[src/rtl/hazard_stall_ctrl.sv]
// Hazard and stall controller for the 5-stage core.
// Covers what forwarding cannot: load-use, a branch in ID waiting on an operand,
// the multi-cycle EX multiply and cache freeze. Produces pipeline-register write
// enables, bubbles, the IF/ID flush, the multiplier handshake and two saturating
// performance counters.
//
//   state    | meaning
//   ---------+-----------------------------------------------------------
//   RUN      | no multiply in flight; a multiply in EX is started here
//   MUL_BUSY | multiply in flight; cnt counts stall cycles left before done
module hazard_stall_ctrl #(
   parameter int MUL_LAT = 4,
   parameter int CNT_W   = 16
) (
   input  logic             clk,
   input  logic             rst_n,
   input  logic [4:0]       ID_RegSrc1_i,
   input  logic [4:0]       ID_RegSrc2_i,
   input  logic             ID_UseSrc1_i,
   input  logic             ID_UseSrc2_i,
   input  logic             ID_IsBranch_i,
   input  logic             ID_BranchTaken_i,
   input  logic             EX_RegWrite_i,
   input  logic             EX_MemRead_i,
   input  logic [4:0]       EX_RegDest_i,
   input  logic             EX_MulValid_i,
   input  logic             MEM_MemRead_i,
   input  logic [4:0]       MEM_RegDest_i,
   input  logic             ICache_stall_i,
   input  logic             DCache_stall_i,
   output logic             PC_Write_o,
   output logic             IFID_Write_o,
   output logic             IFID_Flush_o,
   output logic             IDEX_Write_o,
   output logic             IDEX_Bubble_o,
   output logic             EXMEM_Write_o,
   output logic             EXMEM_Bubble_o,
   output logic             MEMWB_Write_o,
   output logic             Mul_Start_o,
   output logic             Mul_Done_o,
   output logic [CNT_W-1:0] Stall_Cycles_o,
   output logic [CNT_W-1:0] Flush_Count_o
);

   typedef enum logic {RUN, MUL_BUSY} state_t;

   // MUL_LAT-2 stall cycles follow the start cycle before the done cycle.
   localparam logic [3:0] CNT_INIT  = 4'(MUL_LAT - 2);
   localparam bit         MUL_MULTI = (MUL_LAT > 1);

   state_t     state;
   logic [3:0] cnt;

   logic ex_match;
   logic mem_match;
   logic hz_load;
   logic hz_br;
   logic freeze;
   logic mul_stall;
   logic mul_start;
   logic mul_done;

   // A nonzero destination that matches a source the ID instruction really reads.
   function automatic logic dest_hits(input logic [4:0] dest,
                                      input logic [4:0] src1, input logic use1,
                                      input logic [4:0] src2, input logic use2);
      return (dest != 5'd0) &&
             ((use1 && (dest == src1)) || (use2 && (dest == src2)));
   endfunction

   // Hazard terms and multiplier handshake decode.
   always_comb begin
      ex_match  = dest_hits(EX_RegDest_i, ID_RegSrc1_i, ID_UseSrc1_i,
                            ID_RegSrc2_i, ID_UseSrc2_i);
      mem_match = dest_hits(MEM_RegDest_i, ID_RegSrc1_i, ID_UseSrc1_i,
                            ID_RegSrc2_i, ID_UseSrc2_i);
      hz_load   = EX_MemRead_i & ex_match;
      hz_br     = ID_IsBranch_i & ((EX_RegWrite_i & ex_match) |
                                   (MEM_MemRead_i & mem_match));
      freeze    = ICache_stall_i | DCache_stall_i;

      mul_start = 1'b0;
      mul_stall = 1'b0;
      mul_done  = 1'b0;
      if (!freeze) begin
         if (state == RUN) begin
            mul_start = EX_MulValid_i;
            mul_stall = EX_MulValid_i & MUL_MULTI;
            mul_done  = EX_MulValid_i & !MUL_MULTI;
         end else begin
            mul_stall = (cnt != 4'd0);
            mul_done  = (cnt == 4'd0);
         end
      end
   end

   // Pipeline control outputs in priority order; everything is quiet in reset.
   always_comb begin
      PC_Write_o     = 1'b0;
      IFID_Write_o   = 1'b0;
      IFID_Flush_o   = 1'b0;
      IDEX_Write_o   = 1'b0;
      IDEX_Bubble_o  = 1'b0;
      EXMEM_Write_o  = 1'b0;
      EXMEM_Bubble_o = 1'b0;
      MEMWB_Write_o  = 1'b0;
      Mul_Start_o    = 1'b0;
      Mul_Done_o     = 1'b0;
      if (rst_n && !freeze) begin
         Mul_Start_o   = mul_start;
         Mul_Done_o    = mul_done;
         EXMEM_Write_o = 1'b1;
         MEMWB_Write_o = 1'b1;
         if (mul_stall) begin
            EXMEM_Bubble_o = 1'b1;
         end else if (hz_load || hz_br) begin
            IDEX_Write_o  = 1'b1;
            IDEX_Bubble_o = 1'b1;
         end else begin
            PC_Write_o   = 1'b1;
            IFID_Write_o = 1'b1;
            IDEX_Write_o = 1'b1;
            IFID_Flush_o = ID_BranchTaken_i;
         end
      end
   end

   // Multiplier sequencing; freeze holds both state and count.
   always_ff @(posedge clk or negedge rst_n) begin
      if (!rst_n) begin
         state <= RUN;
         cnt   <= 4'd0;
      end else if (!freeze) begin
         case (state)
            RUN: begin
               if (EX_MulValid_i && MUL_MULTI) begin
                  state <= MUL_BUSY;
                  cnt   <= CNT_INIT;
               end
            end
            MUL_BUSY: begin
               if (cnt != 4'd0) begin
                  cnt <= cnt - 4'd1;
               end else begin
                  state <= RUN;
               end
            end
            default: begin
               state <= RUN;
               cnt   <= 4'd0;
            end
         endcase
      end
   end

   // Saturating performance counters.
   always_ff @(posedge clk or negedge rst_n) begin
      if (!rst_n) begin
         Stall_Cycles_o <= '0;
         Flush_Count_o  <= '0;
      end else begin
         if (!PC_Write_o && !(&Stall_Cycles_o)) begin
            Stall_Cycles_o <= Stall_Cycles_o + CNT_W'(1);
         end
         if (IFID_Flush_o && !(&Flush_Count_o)) begin
            Flush_Count_o <= Flush_Count_o + CNT_W'(1);
         end
      end
   end

endmodule

[config.mk]
export PLATFORM = sky130hd
export DESIGN_NAME = hazard_stall_ctrl
export DESIGN_NICKNAME = d
export VERILOG_FILES = /design/src/rtl/hazard_stall_ctrl.sv
export SDC_FILE = /design/constraint.sdc
export NUM_CORES = 1
export LEC_CHECK = 0
export ABC_AREA = 1
export CORE_ASPECT_RATIO = 1.75
export CORE_MARGIN = 3
export CORE_UTILIZATION = 45
export CTS_CLUSTER_SIZE = 20
export DETAILED_ROUTE_END_ITERATION = 8
export PLACE_DENSITY = 0.88
export SLEW_MARGIN = 20
export SYNTH_ARGS = -nofsm -noshare
export SYNTH_HDL_FRONTEND = slang
export SYNTH_SLANG_ARGS = --single-unit
[constraint.sdc]
create_clock -name clk -period 1.8 [get_ports clk]
set_input_delay 0.36 -clock clk [delete_from_list [all_inputs] [get_ports clk]]
set_output_delay 0.36 -clock clk [all_outputs]
set_load 0.005 [all_outputs]
# Word level (Yosys, flattened, before mapping)
# Cells that the tools add are included.
# word_totals
register_bits	37
latch_bits	0
mem_bits_rw	0
mem_bits_ro	0
in_bits	32
out_inout_bits	42
memories	0
# classes
n_addsub	3
n_mul	0
div_mod_pow	0
n_lt_le_gt_ge	0
eq_ne	6
shifts	0
mux	28
bitwise_logic	8
n_reduce_logical	23
# ops
operator	n
adder 16 x 1 -> 16 bit (second input constant)	2
AND reduction 16 bit	2
2-to-1 mux 1 bit	24
equality test 5 bit	4
nonzero test 5 bit	2
logical AND 1 bit	9
2-to-1 mux 4 bit	2
case mux 4 bit (2 select lines)	1
AND 1 bit	4
zero test 1 bit	4
zero test 4 bit	1
nonzero test 4 bit	1
subtractor 4 x 1 -> 4 bit (second input constant)	1
logical OR 1 bit	3
AND reduction 3 bit	1
!= test 2 x 1 -> 1 bit (second input constant)	1
!= test 2 bit (second input constant)	1
inverter 1 bit	2
bitwise OR 1 bit	2
case mux 1 bit (2 select lines)	1

# Depth between registers and ports, before layout
# Gate-level depths: netlist of the first run.
# logic_depth
word_depth	13
depth_mapped	14
mapped_depth_nobuf	13

# Worst setup path before layout of the first run
# Ideal clock, no wire load.
# synth_path
path_type	register -> output
start	register cnt[0]
end	output IFID_Flush_o
arrival_time_ps	1611
required_time_ps	1440
slack_ps	-171
stages_incl_launch_ff	10
n_path_buf	1
path_cell_list	dfrtp_1 -> inv_1 -> ha_1 -> nand4_2 -> o211ai_2 -> nand2_2 -> nor2_8 -> inv_4 -> buf_2 -> nor2_1
# synth_via
elab_chain_len	5
# synth_rtl
item	line	source
start: declaration	52	logic [3:0] cnt;
start signal: assignment	143	cnt <= cnt - 4'd1;
nonzero test 4 bit	91	mul_stall = (cnt != 4'd0);
2-to-1 mux 1 bit	86	if (state == RUN) begin
2-to-1 mux 1 bit	85	if (!freeze) begin
2-to-1 mux 1 bit	114	if (mul_stall) begin
2-to-1 mux 1 bit	109	if (rst_n && !freeze) begin
end: declaration	33	output logic IFID_Flush_o,
# No other way between the ends.

# Final worst setup path of the first run
# Same ends and word-level chain as after synthesis.

==> metrics.txt, run 1 <==
# clock sinks=37; worst r2r path cells=10; worst min-delay path class=in2async; port bufs=73; arrival time at the worst endpoint=1.56 ns; die width=65.59 µm; Final Max Tran Viols=0; Core Region=5972 µm²; Post-Syn Area=2796 µm²; ys flop type=dfrtp_1; Iter 0 DRT Violations=288; FP Rows=37; worst setup margin=-0.1246 ns; Worst R2R Start=cnt[0]$_DFFE_PN0P_; crit path launch type=register; Yosys cell types=34; TritonRoute pass-1 iters=5; post-synth top area share=33.11%; setup TNS=-0.3729 ns; worst reg-to-reg setup slack=0.05 ns; Max H-tree Level=2; Pwr per Cell Area=795.3 nW/µm²; number of global-route vias before repair=3237; CP max FO=4; crit path kind=reg2out; violated checks=negative setup slack; Final min period=1.925 ns; hold buffer count at CTS=0; Clock Path Buffers=2; r2r endpoint=Flush_Count_o[14]$_DFFE_PN0P_; WL per Instance=14.31 µm; Slowest-stage cell, CP=dfrtp_1; Pwr Total=3.293 mW; initial antenna violation count=0; Leakage Power=2.189 nW; number of setup violations in the final report=6; # IOs=74; Max Cap Viol=0; Final #Nets=573; leading area contributor after synthesis=dfrtp_1; footprint of the multi-input gates=1708 µm²; largest net degree at the start of global routing=38; FF+latch count, synth=37; final HPWL from detailed placement=6269 µm; Avg Inst Size Synth=6.722 µm²; syn nets=452; vias per cell=5.396; DRC violations left=0; Hold Fails Final Rpt=0; Worst setup endpoint=IFID_Flush_o; post-route ant nets=0; Root Driver=clkbuf_8; FFs w/ async S/R, synth=100.0%; die area=7234 µm²; Synth Instances=416; clock latency on the worst-skew pair=0.30 ns; endpoint class of the critical path=primary output; layout cell share with drive strength beyond 1=21.00%; Starting Density=46.83%; sequential cell area=927.1 µm²; Fin Hold WS=0.1702 ns; Post-synth EDFFs=0; Die Y=110.3 µm; status=finished with violations; Via Count=3324; register area share after synthesis=33.11%; routed wire length=8818 µm; Syn-to-layout area delta=48.05%; Yosys warnings=0; GP Congestion=0.9910; RSZ-0062 raised after global routing=yes; Antenna Cells=0; Max Clk Rate=519.6 MHz; Critical Path Source=cnt[0]$_DFFE_PN0P_; WP data required=1.44 ns; Max transition margin=68.07%; first-pass GRT wire length=13900 µm; crit path cell chain=inv_2 > ha_4 > nand4_4 > o211ai_4 > nand2_4 > nor2_8 > inv_4 > nor2_4 > buf_2; Tcrit/Tclk final=106.9%; Worst Clk Skew=0.004455 ns; largest cells by area after synthesis=dfrtp_1 (33%), nand2_1 (20%), inv_1 (7.8%); TritonCTS clock tree=done; Max rail drop VDD=0.3384 mV; cts bufs inserted=5; Fill cells=462; total global routing overflow=0; Reg clk slew, reported paths=0.07 ns; worst slew pin tran=0.4789 ns; GRT Overall Usage=24.98%; Critical Path Max Stage Delay=0.39 ns
where the power goes:
| part | internal, mW | switching [mW] | leakage, nW |
|---|---|---|---|
| registers | 0.985 | 0.152 | 0.494 |
| clock network | 0.452 | 0.317 | 0.0585 |
| logic | 0.743 | 0.644 | 1.64 |
| total | 2.18 | 1.11 | 2.19 |
timing repair:
| action | 4_1_cts | 5_1_grt |
|---|---|---|
| setup endpoints to repair | 42 | 40 |
| pin swaps | 20 | 9 |
| cloned | 1 | 1 |
| gates resized for setup | 75 | 28 |
| buffers inserted | 8 | 4 |
cells in the mapped netlist (4+ instances only):
| cell | instances |
|---|---|
| nand3_1 | 36 |
| dfrtp_1 | 37 |
| nand2_1 | 152 |
| xor2_1 | 18 |
| ha_1 | 4 |
| xnor2_1 | 10 |
| nor3_1 | 10 |
| inv_1 | 58 |
| nand4_1 | 21 |
| nor2_1 | 33 |
per-stage QoR:
step | setup slack (ns) | area (µm²) | util, % | std cells
floorplan | -0.009845 | 2840 | - | 416
global placement | -0.7807 | 3900 | 65.30 | 597
detailed placement | -0.8191 | 3900 | 65.30 | 597
CTS | -0.1576 | 4053 | 67.86 | 612
global route | -0.2172 | 4140 | 69.33 | 616
finish | -0.1246 | 4140 | 69.33 | 616
worst max-delay path, delay by kind of cell, from the launching register on:
kind	cells	cell delay, ns
simple gates	4	0.38
compound gates	1	0.11
buf+inv	3	0.24
fa+ha+maj	1	0.14
flops	1	0.39
logic make-up after synthesis:
logic type	Yosys count	synth area share [%]
AOI/OAI and AO/OA	9	2.147
xor gates and xnor gates	28	8.769
adders and majority gates	4	1.790
buffers and inverters	71	10.78
DFF	37	33.11
and+or+nand+nor	267	43.40
layer usage:
layer | routed length, µm | track usage [%] | vias to the layer above
li1 | - | - | 1551
met5 | 0 | 0 | -
met3 | 567 | 4.462 | 52
met1 | 3040 | 25.45 | 1534
met2 | 4693 | 45.83 | 187
met4 | 517 | 16.02 | 0
registers in the layout, indices dropped and copies added (netlist names):
signal and count:
state 1, Stall_Cycles_o 16, Flush_Count_o 16, cnt 4
how the worst min path moves through the flow:
| stage | startpoint | to | slack (ns) | depth (start not counted) |
|---|---|---|---|---|
| 2_1_floorplan | rst_n | Flush_Count_o[0]$_DFFE_PN0P_ | 0.06 | 0 |
| 3_3_place_gp | rst_n | Stall_Cycles_o[4]$_DFFE_PN0P_ | 0.51 | 2 |
| 3_5_place_dp | rst_n | Stall_Cycles_o[4]$_DFFE_PN0P_ | 0.51 | 2 |
| 4_1_cts | rst_n | Stall_Cycles_o[14]$_DFFE_PN0P_ | 0.18 | 2 |
| 5_1_grt | rst_n | Stall_Cycles_o[14]$_DFFE_PN0P_ | 0.20 | 2 |
| 6_report | rst_n | Stall_Cycles_o[5]$_DFFE_PN0P_ | 0.17 | 2 |
cell type report:
type                            count  share of cell area (%)
Clock inverter                      1                  0.7253
Timing Repair Buffer              122                   25.60
Multi-Input combinational cell    310                   41.25
Sequential cell                    37                   22.39
Tap cell                           78                   2.357
Inverter                           61                   5.591
Clock buffer                        7                   2.085
layout by cell type, fill, tap and decap left out, types with 5 or more instances in the layout:
| master | netlist | final |
|---|---|---|
| nor2_2 | 3 | 5 |
| inv_1 | 58 | 45 |
| clkdlybuf4s50_1 | 0 | 37 |
| xnor2_1 | 10 | 10 |
| nor2_1 | 33 | 27 |
| dfrtp_1 | 37 | 36 |
| clkbuf_8 | 0 | 6 |
| buf_4 | 3 | 45 |
| clkdlybuf4s15_1 | 0 | 5 |
| nand2_1 | 152 | 147 |
| inv_2 | 2 | 15 |
| xor2_1 | 18 | 18 |
| nand3_1 | 36 | 36 |
| buf_2 | 2 | 7 |
| nor3_1 | 10 | 9 |
| nand4_1 | 21 | 21 |
| dlygate4sd2_1 | 0 | 19 |
No activity file was read; power rests on OpenSTA's default activity.
==> run 2, diff against run 1 <==
CAP_MARGIN = 20   (was not set)
==> results of run 2 <==
Final layout, timing and power as in run 1 (identical DEF).
